==> src/rtl/truth_table_pkg.sv <==
// Shared definitions for the truth-table probe: sweep FSM states, table
// geometry and a popcount helper for the minterm count.
package truth_table_pkg;

    localparam int N_IN       = 4;
    localparam int N_ROWS     = 16;
    localparam int SETTLE_MAX = 15;

    typedef enum logic [1:0] {
        IDLE  = 2'd0,
        DRIVE = 2'd1,
        HOLD  = 2'd2
    } state_t;

    // Number of ones in a 16-bit table (0..16).
    function automatic logic [4:0] popcount16(input logic [15:0] v);
        logic [4:0] c;
        c = '0;
        for (int i = 0; i < 16; i++) begin
            c = c + {4'd0, v[i]};
        end
        return c;
    endfunction

endpackage

==> src/rtl/settle_timer.sv <==
// Loadable down-counter: counts the idle cycles a row is held before its
// response is sampled. done is high while the count is zero.
module settle_timer #(
    parameter int W = 4
) (
    input  logic         clk,
    input  logic         rst_n,
    input  logic         load,
    input  logic         en,
    input  logic [W-1:0] load_val,
    output logic         done
);

    logic [W-1:0] count;

    // Load has priority; otherwise count down to zero while enabled.
    always_ff @(posedge clk or negedge rst_n) begin
        if (!rst_n) begin
            count <= '0;
        end else if (load) begin
            count <= load_val;
        end else if (en && (count != '0)) begin
            count <= count - 1'b1;
        end
    end

    assign done = (count == '0);

endmodule

==> src/rtl/truth_table_probe.sv <==
// Truth-table probe: walks all 16 input rows of a 4-input function, holds
// each row SETTLE+1 cycles, samples the response on the last edge of the
// window and presents the measured table with its minterm count and a
// comparison against a reference table.
//
// Result handshake: tt_valid is high for the whole HOLD state and tt, ones
// and match are stable while it is high; the result is consumed on a rising
// edge where tt_valid && tt_ready, after which the FSM returns to IDLE. The
// values stay readable in IDLE until the next accepted start.
module truth_table_probe
    import truth_table_pkg::*;
#(
    parameter int SETTLE = 2
) (
    input  logic        clk,
    input  logic        rst_n,
    input  logic        start,
    input  logic        abort,
    output logic        x_1,
    output logic        x_2,
    output logic        x_3,
    output logic        x_4,
    input  logic        s,
    input  logic [15:0] expect_tt,
    output logic        busy,
    output logic        tt_valid,
    input  logic        tt_ready,
    output logic [15:0] tt,
    output logic [4:0]  ones,
    output logic        match,
    output logic [1:0]  dbg_state
);

    localparam logic [3:0] SETTLE_VAL = 4'(SETTLE);
    localparam logic [3:0] LAST_ROW   = 4'(N_ROWS - 1);

    state_t      state_q, state_d;
    logic [3:0]  row_q;
    logic [15:0] tt_q;
    logic [4:0]  ones_q;
    logic        match_q;

    logic        start_take;
    logic        abort_take;
    logic        row_step;
    logic        last_row;
    logic        settle_done;
    logic [15:0] tt_sampled;

    settle_timer #(.W(4)) u_settle (
        .clk      (clk),
        .rst_n    (rst_n),
        .load     (start_take | row_step),
        .en       (state_q == DRIVE),
        .load_val (SETTLE_VAL),
        .done     (settle_done)
    );

    // State register.
    always_ff @(posedge clk or negedge rst_n) begin
        if (!rst_n) begin
            state_q <= IDLE;
        end else begin
            state_q <= state_d;
        end
    end

    // Next state and per-cycle control strobes; abort beats the final sample.
    always_comb begin
        state_d    = state_q;
        start_take = 1'b0;
        abort_take = 1'b0;
        row_step   = 1'b0;
        last_row   = 1'b0;
        case (state_q)
            IDLE: begin
                if (start) begin
                    start_take = 1'b1;
                    state_d    = DRIVE;
                end
            end
            DRIVE: begin
                if (abort) begin
                    abort_take = 1'b1;
                    state_d    = IDLE;
                end else if (settle_done) begin
                    row_step = 1'b1;
                    if (row_q == LAST_ROW) begin
                        last_row = 1'b1;
                        state_d  = HOLD;
                    end
                end
            end
            HOLD: begin
                if (tt_ready) begin
                    state_d = IDLE;
                end
            end
            default: state_d = IDLE;
        endcase
    end

    // Current table with the response of the active row merged in.
    always_comb begin
        tt_sampled        = tt_q;
        tt_sampled[row_q] = s;
    end

    // Row index, measured table and summary results.
    always_ff @(posedge clk or negedge rst_n) begin
        if (!rst_n) begin
            row_q   <= '0;
            tt_q    <= '0;
            ones_q  <= '0;
            match_q <= 1'b0;
        end else if (start_take || abort_take) begin
            row_q   <= '0;
            tt_q    <= '0;
            ones_q  <= '0;
            match_q <= 1'b0;
        end else if (row_step) begin
            tt_q  <= tt_sampled;
            row_q <= row_q + 1'b1;
            if (last_row) begin
                ones_q  <= popcount16(tt_sampled);
                match_q <= (tt_sampled == expect_tt);
            end
        end
    end

    assign {x_1, x_2, x_3, x_4} = (state_q == DRIVE) ? row_q : 4'b0000;
    assign busy      = (state_q == DRIVE);
    assign tt_valid  = (state_q == HOLD);
    assign tt        = tt_q;
    assign ones      = ones_q;
    assign match     = match_q;
    assign dbg_state = state_q;

endmodule

==> config.mk <==
export PLATFORM = sky130hd
export DESIGN_NAME = truth_table_probe
export DESIGN_NICKNAME = d
export VERILOG_FILES = /design/src/rtl/truth_table_pkg.sv /design/src/rtl/settle_timer.sv /design/src/rtl/truth_table_probe.sv
export SDC_FILE = /design/constraint.sdc
export NUM_CORES = 1
export LEC_CHECK = 0
export ABC_AREA = 1
export CAP_MARGIN = 15
export CORE_UTILIZATION = 52
export DETAILED_ROUTE_END_ITERATION = 6
export PLACE_DENSITY = 0.85
export SETUP_SLACK_MARGIN = 0.1
export SLEW_MARGIN = 25
export SYNTH_ARGS = -nofsm -noshare
export SYNTH_HDL_FRONTEND = slang
export SYNTH_SLANG_ARGS = --single-unit
==> constraint.sdc <==
create_clock -name clk -period 4.8 [get_ports clk]
set_input_delay 0.96 -clock clk [delete_from_list [all_inputs] [get_ports clk]]
set_output_delay 0.96 -clock clk [all_outputs]
set_load 0.1 [all_outputs]
==> results of run 1 <==
## state kept, by name, indices dropped and copies added, names as in the netlist
name and cells:
tt 16, row_q 4, dbg_state 2, match 1
ones 5, u_settle.count 4
## kinds of logic (layout without fill, tap and decap cells)
family	count (synthesis)	count (layout)
and+or+nand+nor	181	181
buffers and inverters	76	136
AOI/OAI and AO/OA	40	40
DFF	32	32
adders and majority gates	20	20
xor gates and xnor gates	5	5
## timing repair
item                       CTS  global route
gates resized for setup      3             1
gates cloned                 0             0
pin swaps                    1             0
setup endpoints to repair    3             3
## power groups by stage
| stage | Combinational (mW) | Clock (mW) | Sequential, mW |
|---|---|---|---|
| final | 0.535 | 0.230 | 0.328 |
| after global routing | 0.576 | 0.242 | 0.333 |
| after CTS | 0.531 | 0.231 | 0.327 |
| after detailed placement | 0.525 | 0 | 0.332 |
| after global placement | 0.517 | 0 | 0.330 |
| after floorplan | 0.318 | 0 | 0.398 |
## final cells by class
| cell class | count | area (sq um) | share of cell area [%] |
|---|---|---|---|
| multi-input combinational | 246 | 1484 | 44.60 |
| sequential | 32 | 800.8 | 24.07 |
| timing repair buffer | 67 | 629.4 | 18.92 |
| inverter | 61 | 231.5 | 6.958 |
| tap | 67 | 83.83 | 2.520 |
| clock buffer | 6 | 82.58 | 2.482 |
| clock inverter | 2 | 15.01 | 0.4513 |
## cells in the mapped netlist
| cell | count |
|---|---|
| nor3_2 | 1 |
| inv_1 | 57 |
| o211ai_1 | 1 |
| buf_6 | 3 |
| xnor2_1 | 4 |
| buf_2 | 6 |
| nor3_1 | 3 |
| nand4_1 | 10 |
| fa_1 | 10 |
| buf_8 | 1 |
| xor2_1 | 1 |
| o21ai_0 | 11 |
| nand2_1 | 82 |
| clkbuf_1 | 3 |
| o22ai_1 | 10 |
| o21ai_2 | 2 |
| nand3_2 | 4 |
| ha_1 | 10 |
| nand3b_1 | 1 |
| or2_2 | 1 |
| nand3_1 | 44 |
| nand4_2 | 2 |
| nand2_2 | 5 |
| dfrtp_1 | 32 |
| a21oi_1 | 6 |
| o31ai_1 | 1 |
| a32o_1 | 1 |
| nor2_4 | 3 |
| nor2_2 | 3 |
| a22o_1 | 5 |
| nor2_1 | 22 |
| o21ai_1 | 3 |
| inv_2 | 4 |
| buf_4 | 2 |
## worst max path at each step
stage / start / to / slack, ns / depth (start not counted)
floorplan: s / ones[4] / 0.33 / 15
global placement: s / ones[4] / -0.19 / 15
detailed placement: s / ones[4] / -0.25 / 15
CTS: s / ones[4] / 0.31 / 15
global route: s / ones[2] / 0.11 / 15
finish: row_q[1] / ones[2] / 0.30 / 14
## worst max-delay path, delay by kind of cell (launching register included)
kind	cells	cell delay (ns)
buf+inv	3	0.23
compound gates	2	0.42
simple gates	1	0.16
fa+ha+maj	7	3.05
flops	1	0.42
xor+xnor	1	0.13
## layer usage
layer	global-route usage, %	vias to the layer above
met5	0	-
met4	10.68	0
met3	6.215	21
met2	47.87	146
met1	36.94	1217
li1	-	1259
## metrics by stage
step	power [mW]	hold slack (ns)	setup slack, ns	util, %
after global placement	0.8477	0.4695	-0.1912	67.35
after floorplan	0.7167	0.4591	0.3283	-
after detailed placement	0.8574	0.4827	-0.2531	67.35
after global routing	1.151	0.5352	0.1071	69.52
after CTS	1.089	0.5073	0.3109	69.46
final	1.093	0.4990	0.3033	69.52
==> results by group, run 1 <==
Die
  – Top-Level Pins: 52
  – Rows: 25
  – Die width: between 70 and 80 microns
  – Starting Density: 54.61%
  – Die H: 72.90 microns
  – Die area: about 5300 sq um
  – Area of the core: 4786 sq um

Synthesis
  – Multiplexer area fraction after synthesis: 0%
  – Number of synthesized register bits: 32
  – Main combinational cell family by area after synthesis: simple AND/OR/NAND/NOR gates
  – Post-synth net total: 396
  – Unique cell type count in the Yosys netlist: 34
  – Synth Area in XOR/XNOR: roughly 1.7%
  – Adder-cell share of the synthesized area: about 12%
  – Sequential share of the synthesized area: between 30 and 40%
  – Warning count from the yosys run: 0
  – Post-Syn Area: 2614 sq um
  – Compound-Gate Fraction of Synth Area: 9.526%
  – Cell taking the most area after synthesis: dfrtp_1
  – Syn Inst Count: 354
  – Largest cells by area after synthesis: dfrtp_1, nand2_1, nand3_1
  – Yosys top cell area share: between 30% and 40%
  – Post-Synth Simple-Gate Area: 32.93%
  – Syn Area/Cell: 7.383 sq um

Critical path
  – Worst Path Required: roughly 5 ns
  – Worst-path cell chain: inv_1 -> ha_1 -> nand2_1 -> o21ai_1 -> fa_1 -> fa_1 -> inv_1 -> fa_1 -> fa_1 -> inv_1 -> ha_1 -> fa_2 -> xnor2_1 -> o21ai_0
  – Crit Path Max Fanout: 9
  – CP Launch Type: register
  – Worst Path Arrival: about 4.7 ns
  – Reg2reg setup slack: between 0.3 and 0.4 ns
  – Crit end category: register
  – R2R Path End: ones[2]
  – Cell repeated most along the worst path: fa_1
  – Largest stage delay, worst path: about 0.51 ns
  – Crit Path Class: register to register
  – Crit-path slowest cell: fa_1
  – Worst r2r src: row_q[1]
  – R2R depth: 14

Global routing
  – Vias in the first global route: between 2,000 and 3,000
  – Total global-route track usage: roughly 29%
  – First-pass GRT wire length: around 12 mm
  – Gr ovfl total: 0
  – Antenna violations before repair: 0
  – Largest net degree at the start of global routing: 33

Clock network
  – Setup bufs post-CTS: 0
  – CTS Buffer Depth: 2
  – H-tree depth: 2
  – CTS tree: yes
  – Worst skew pair latency: around 0.30 ns
  – Clock buffer count from CTS: 5
  – Clk sinks: 32
  – Clock-pin slew on the worst setup and hold paths: ~0.070 ns
  – Clk root buf: clkbuf_8
  – Post-CTS Hold Buffers: 0

Route
  – Drt drc: 0
  – DRT iter0 DRCs: 256
  – Post-route ant nets: 0
  – Final WL: roughly 6.9 mm
  – Met3 WL: 579 microns
  – Top Layer Used: met4
  – Drt pass-1 iters: 5
  – Drt wl/cell: around 14 microns
  – Via/cell ratio: about 5.5
  – Via Count: approximately 2,600
  – Metal1 wirelength: approximately 2.9 mm
  – Met2 WL: 3.319 mm

STA
  – Period minus WS final: ~4.5 ns
  – Final period utilization: between 90% and 100%
  – Final Hold Fails: 0
  – Max Freq: between 0.2 and 0.25 GHz
  – RSZ-0062 raised after global routing: false
  – Total negative setup slack: 0 ns
  – Worst slew pin tran: ~1.0 ns
  – Final Max Tran Viols: 0
  – Slew HR: 32.97%
  – Count of final setup violators: 0
  – Skew final: between 0.002 and 0.0025 ns

Power
  – Pwr Density: 328.5 nW/um^2
  – Sw Share: between 40% and 50%
  – Switching pwr: about 0.53 mW
  – Clock Power Share: 21.1%
  – Cell Int Power: ~0.57 mW
  – Static Leakage: between 1.5 and 2 nW
  – Reg power frac: roughly 30%
  – Worst VDD drop: between 0.4 and 0.5 mV
  – Power share of the combinational group: around 49%

Place
  – Gpl congestion: 0.9179
  – Detailed placement HPWL: 5.256 mm
  – Placed Cells: 473
  – Port buffer count: 51
  – Post-DP Area: ~3200 sq um

Layout
  – Share of cells above drive strength 1: between 10% and 20%
  – Antenna Cells: 0
  – Final std cells w/o fill: approximately 480
  – Final instance area: approximately 3300 sq um
  – # fillers: between 400 and 500
  – Fin nets: about 460
  – Commonest cells after routing, fill and taps aside: nand2_1, inv_1, clkdlybuf4s50_1
  – Area grow syn2layout: 27.29%
  – Leading cell type in the layout, fill and taps excluded: nand2_1

Flow run
  – Max cap viols: 0

Worst hold path
  – Worst Hold Path Cells: 2
  – Endpoint, Worst Hold: ones[3]
  – Min-Delay Path Class: register to register
  – Worst Hold Launch: ones[3]

Run status
  – Status: completed
No activity file was read; power rests on OpenSTA's default activity.
==> inputs of run 2 (changes only) <==
==> constraint.sdc (replaced) <==
create_clock -name clk -period 5.1 [get_ports clk]
set_input_delay 1.02 -clock clk [delete_from_list [all_inputs] [get_ports clk]]
set_output_delay 1.02 -clock clk [all_outputs]
set_load 0.02 [all_outputs]
==> run 2 against run 1 <==
  * Critical path depth rose by 1
  * Routed wire length up 0.55%
  * Sequential share of layout area grew 0.29 points
  * Hold slack lost 0.012 ns
  * Power shrank 17%
  * Via count decreased by 1.7%
  * Sequential power fell by 6.1%
  * Critical path type is now input port to register
  * Critical endpoint unchanged
  * Highest routed layer unchanged
==> results by group, run 2 (synthesized netlist as in run 1, its figures left out) <==
Power
  – Cell Int Power: about 0.53 mW
  – Sw Share: 41.70%
  – Clock Power Share: between 20% and 30%
  – Worst VDD drop: around 0.29 mV
  – PnR Total Power: ~0.91 mW
  – Reg power frac: between 30% and 40%
  – Power share of the combinational group: 43.0%
  – Static Leakage: roughly 1.6 nW
  – Switching pwr: approximately 0.38 mW
  – Pwr Density: between 200 and 300 nW/um^2

Layout
  – Antenna Cells: 0
  – Share of cells above drive strength 1: 11.00%
  – Max reg flops: 16
  – Commonest cells after routing, fill and taps aside: nand2_1, inv_1, clkdlybuf4s50_1
  – Fin nets: 450
  – Area grow syn2layout: 25.75%
  – Leading cell type in the layout, fill and taps excluded: nand2_1
  – Final std cells w/o fill: between 400 and 500

Clock network
  – Clk root buf: clkbuf_8
  – Post-CTS Hold Buffers: 0
  – CTS tree: yes
  – CTS Buffer Depth: 2
  – Clock buffer count from CTS: 5
  – H-tree depth: 2
  – Clk sinks: 32
  – Clock-pin slew on the worst setup and hold paths: around 0.07 ns
  – Worst skew pair latency: about 0.29 ns

Critical path
  – Worst Path Required: 5.30 ns
  – R2R Path End: ones[2]
  – Crit path from: s
  – Crit end category: register
  – Largest stage delay, worst path: between 0.5 and 0.6 ns
  – Worst r2r src: row_q[0]
  – Crit Path Class: input port to register
  – Crit-path slowest cell: clkdlybuf4s50_1
  – Crit Path Max Fanout: 12
  – R2R depth: 15
  – Reg2reg setup slack: around 0.6 ns
  – CP Launch Type: input port
  – Worst-path cell chain: clkdlybuf4s50_1 -> clkinv_4 -> nand3_1 -> nand2_1 -> inv_1 -> fa_1 -> fa_1 -> inv_1 -> fa_1 -> fa_1 -> inv_1 -> ha_1 -> fa_1 -> xnor2_1 -> o21ai_0
  – Worst Path Arrival: around 5 ns
  – Cell repeated most along the worst path: fa_1

STA
  – Max Freq: approximately 0.21 GHz
  – Count of final setup violators: 0
  – Slew HR: 64.20%
  – Skew final: around 0.0054 ns
  – Period minus WS final: about 4.8 ns
  – Final Max Tran Viols: 0
  – RSZ-0062 raised after global routing: false
  – Final period utilization: 94.29%
  – Worst slew pin tran: about 0.54 ns
  – Final Hold Fails: 0
  – Total negative setup slack: 0 ns
  – Minimum hold slack: about 0.49 ns

Global routing
  – Total global-route track usage: roughly 29%
  – First-pass GRT wire length: 11.47 mm
  – Gr ovfl total: 0
  – Largest net degree at the start of global routing: 33
  – Antenna violations before repair: 0
  – Vias in the first global route: between 2,000 and 3,000

Route
  – Met2 WL: 3.190 mm
  – Via Count: approximately 2,600
  – Final WL: 6.978 mm
  – Post-route ant nets: 0
  – Top Layer Used: met4
  – Metal1 wirelength: ~3.0 mm
  – Drt wl/cell: 14.66 microns
  – DRT iter0 DRCs: between 200 and 300
  – Drt pass-1 iters: 6
  – Drt drc: 0
  – Via/cell ratio: between 5 and 6
  – Met3 WL: around 540 microns

Place
  – Gpl congestion: around 1
  – Port buffer count: between 50 and 60
  – Detailed placement HPWL: around 5.2 mm
  – Placed Cells: ~470

Die
  – Area of the core: ~4800 sq um
  – Die H: ~73 microns
  – Top-Level Pins: between 50 and 60
  – Starting Density: 54.61%
  – Die area: roughly 5300 sq um
  – Rows: 25
  – Die width: between 70 and 80 microns

Worst hold path
  – Endpoint, Worst Hold: match
  – Worst Hold Launch: match
  – Worst Hold Path Cells: 2
  – Min-Delay Path Class: register to register

Run status
  – Status: completed

Flow run
  – Max cap viols: 0
run 2: worst max path at each step:
stage / end / slack [ns] / cells after the start
after global routing: ones[2] / 0.1 / 15
after CTS: ones[2] / 0.23 / 15
final: ones[2] / 0.29 / 15
after global placement: ones[4] / 0.01 / 15
after detailed placement: ones[2] / -0.05 / 15
after floorplan: ones[4] / 0.57 / 15
run 2: power groups by stage:
stage | clock [mW] | sequential (mW) | combinational, mW
after CTS | 0.214 | 0.308 | 0.387
after detailed placement | 0 | 0.311 | 0.385
final | 0.211 | 0.308 | 0.392
after global routing | 0.225 | 0.312 | 0.436
after global placement | 0 | 0.311 | 0.375
after floorplan | 0 | 0.318 | 0.246
run 2: critical path, delay by kind of cell:
kind	cells	cell delay [ns]
adders and majority gates	6	2.62
buffers and inverters	5	0.85
and+or+nand+nor	2	0.21
AOI/OAI and AO/OA	1	0.16
xor gates and xnor gates	1	0.14
run 2: per-layer routing:
| metal | up-vias | GRT usage (%) |
|---|---|---|
| met1 | 1208 | 39.54 |
| li1 | 1253 | - |
| met2 | 122 | 43.72 |
| met3 | 16 | 5.663 |
| met4 | 0 | 13.73 |
| met5 | - | 0 |
run 2: through the flow:
step	cell area, sq um	setup slack (ns)	utilization [%]
final	3287	0.2910	68.68
after floorplan	2614	0.5704	-
after CTS	3278	0.2346	68.50
after detailed placement	3186	-0.05057	66.56
after global placement	3186	0.01213	66.56
after global routing	3287	0.09840	68.68
run 2: area by class of cell:
class | count | area, sq um
repair buffers | 62 | 593.1
fillers | 425 | 1499
clock buffers | 6 | 82.58
well taps | 67 | 83.83
inverters | 61 | 234.0
flip-flops and latches | 32 | 800.8
clock inverters | 2 | 10.01
multi-input cells | 246 | 1483
run 2: timing repair:
item,4_1_cts,5_1_grt
resized for setup,0,3
endpoints found under the setup margin,0,2
buffers inserted,0,0
==> inputs of run 3 (changes only) <==
--- a/config.mk
+++ b/config.mk
@@ -7,9 +7,11 @@
 export LEC_CHECK = 0
 export ABC_AREA = 1
 export CAP_MARGIN = 15
+export CORE_ASPECT_RATIO = 0.9
 export CORE_UTILIZATION = 52
 export DETAILED_ROUTE_END_ITERATION = 6
-export PLACE_DENSITY = 0.85
+export GPL_ROUTABILITY_DRIVEN = 0
+export PLACE_DENSITY = 0.92
 export SETUP_SLACK_MARGIN = 0.1
 export SLEW_MARGIN = 25
 export SYNTH_ARGS = -nofsm -noshare
==> run 3 against run 2 <==
  * Combinational power is 3% lower
  * Clock power is 17% higher
  * Clock skew is 0.0023 ns lower
  * Die area hardly changed
  * Cell area is 0.72% lower
  * Cell count is 1.3% lower
  * Sequential power hardly changed
  * Hold slack worse by 0.0027 ns
  * Clock-buffer cell count stayed put
  * Via count is 1.7% higher
  * Maximum frequency is 0.32% lower
  * Largest cell class unchanged
  * Highest routed layer unchanged
==> results by group, run 3 (synthesized netlist as in run 1, its figures left out) <==
Layout
  – Leading cell type in the layout, fill and taps excluded: nand2_1
  – # fillers: ~400
  – Share of cells above drive strength 1: about 9.6%
  – Max reg flops: 16
  – Fin util: 67.49%
  – Antenna Cells: 0
  – Final std cells w/o fill: 470
  – Area grow syn2layout: 24.84%
  – Fin nets: between 400 and 500
  – Commonest cells after routing, fill and taps aside: nand2_1, inv_1, clkdlybuf4s50_1

Worst hold path
  – Min-Delay Path Class: register to register

STA
  – Max Freq: 0.2073 GHz
  – Total negative setup slack: 0 ns
  – Period minus WS final: ~4.8 ns
  – Final Hold Fails: 0
  – Setup ws final: between 0.2 and 0.3 ns
  – Skew final: 0.003126 ns
  – Count of final setup violators: 0
  – Final period utilization: 94.60%
  – Slew HR: between 60% and 70%
  – Worst slew pin tran: 0.4801 ns
  – Final Max Tran Viols: 0
  – RSZ-0062 raised after global routing: false

Critical path
  – Worst-path cell chain: clkdlybuf4s50_1 -> inv_4 -> nand3_1 -> nand2_1 -> inv_1 -> fa_1 -> fa_1 -> inv_1 -> fa_1 -> fa_1 -> inv_1 -> ha_1 -> fa_1 -> a21oi_1 -> o21ai_0
  – Cell repeated most along the worst path: fa_1
  – Worst Path Required: ~5.3 ns
  – CP Launch Type: input port
  – Crit Path Max Fanout: 12
  – Crit-path slowest cell: fa_1
  – Largest stage delay, worst path: between 0.5 and 0.6 ns
  – Worst Path Arrival: between 4 and 5 ns
  – Crit end category: register
  – Crit Path Class: input port to register

Clock network
  – H-tree depth: 2
  – Post-CTS Hold Buffers: 0
  – Clk root buf: clkbuf_8
  – CTS Buffer Depth: 2
  – Clock buffer count from CTS: 5
  – CTS tree: yes
  – Clk sinks: 32
  – Worst skew pair latency: ~0.29 ns
  – Setup bufs post-CTS: 0
  – Clock-pin slew on the worst setup and hold paths: 0.07 ns

Route
  – Drt drc: 0
  – Top Layer Used: met4
  – Metal1 wirelength: 2.982 mm
  – Via/cell ratio: about 5.6
  – Final WL: roughly 7 mm
  – Met2 WL: around 3.3 mm
  – Met3 WL: about 550 microns
  – DRT iter0 DRCs: roughly 340
  – Post-route ant nets: 0
  – Drt pass-1 iters: 5
  – Via Count: 2,642
  – Drt wl/cell: between 10 and 15 microns

Place
  – Port buffer count: 51
  – DP Worst Slack: -0.02784 ns
  – Placed Cells: 462
  – Detailed placement HPWL: a little over 5 mm

Die
  – Die width: around 77 microns
  – Top-Level Pins: 52
  – Die area: ~5300 sq um
  – Starting Density: a little over half
  – Rows: 24
  – Area of the core: 4835 sq um
  – Die H: ~70 microns

Power
  – Worst VDD drop: between 0.2 and 0.3 mV
  – Clock Power Share: a little over a quarter
  – Cell Int Power: approximately 0.56 mW
  – Pwr Density: about 290 nW/um^2
  – Reg power frac: 33.0%
  – Power share of the combinational group: roughly two fifths
  – Static Leakage: ~1.6 nW
  – Switching pwr: 0.3751 mW
  – Sw Share: between 30% and 40%
  – PnR Total Power: approximately 0.94 mW

Global routing
  – First-pass GRT wire length: between 10 and 15 mm
  – Antenna violations before repair: 0
  – Vias in the first global route: roughly 2,500
  – Gr ovfl total: 0
  – Largest net degree at the start of global routing: 33
  – Total global-route track usage: roughly 28%

Run status
  – Status: completed

Flow run
  – Max cap viols: 0
[run 3: cell count changes in the layout (fill, tap and decap cells not counted)]
cell       delta
bufinv_16     +1
clkinv_2      -1
clkbuf_8      -1
clkbuf_1      +1
inv_4         +1
o21ai_1       +1
buf_4         -4
clkinv_4      -1
o21ai_2       -1
[run 3: final timing paths]
kind	from	end	slack, ns	cells after the start
worst max-delay path	s	ones[4]	0.28	15
worst min-delay path	match	match	0.48	2
worst max register to register	row_q[0]	ones[4]	0.59	16
worst min register to register	match	match	0.48	2
max in group asynchronous	rst_n	tt[4]	3.67	2
min in group asynchronous	rst_n	tt[11]	1.13	2
[run 3: repair_timing]
| item | 4_1_cts | 5_1_grt |
|---|---|---|
| endpoints found under the setup margin | 0 | 2 |
| resized for setup | 0 | 1 |
| hold endpoints to repair | 0 | 0 |
[run 3: cell type report]
class / instances / area (sq um) / share of cell area, %
Inverter: 61 / 231.5 / 7.094
Clock inverter: 2 / 35.03 / 1.074
Multi-Input combinational cell: 246 / 1479 / 45.32
Tap cell: 65 / 81.33 / 2.492
Clock buffer: 6 / 72.57 / 2.224
Sequential cell: 32 / 800.8 / 24.54
Timing Repair Buffer: 58 / 563.0 / 17.25
[run 3: worst max-delay path: cells and delay by family]
kind / cells / cell delay, ns
and+or+nand+nor: 2 / 0.26
buffers and inverters: 5 / 0.83
adders and majority gates: 6 / 2.64
AOI/OAI and AO/OA: 2 / 0.25
[run 3: layer usage]
layer	track usage, %	vias up
li1	-	1240
met1	37.32	1256
met2	44.74	132
met3	5.658	14
met4	10.47	0
met5	0	-
[run 3: metrics by stage]
step	instance area, sq um	hold WS, ns
floorplan	2614	0.4591
global placement	3153	0.4702
detailed placement	3153	0.4727
CTS	3261	0.4917
global route	3263	0.5149
finish	3263	0.4840
[run 3: power by group through the flow]
| stage | clock [mW] | combinational (mW) | sequential, mW |
|---|---|---|---|
| final | 0.247 | 0.382 | 0.309 |
| after global routing | 0.260 | 0.422 | 0.312 |
| after CTS | 0.247 | 0.380 | 0.309 |
| after detailed placement | 0 | 0.376 | 0.313 |
| after global placement | 0 | 0.367 | 0.310 |
| after floorplan | 0 | 0.246 | 0.318 |
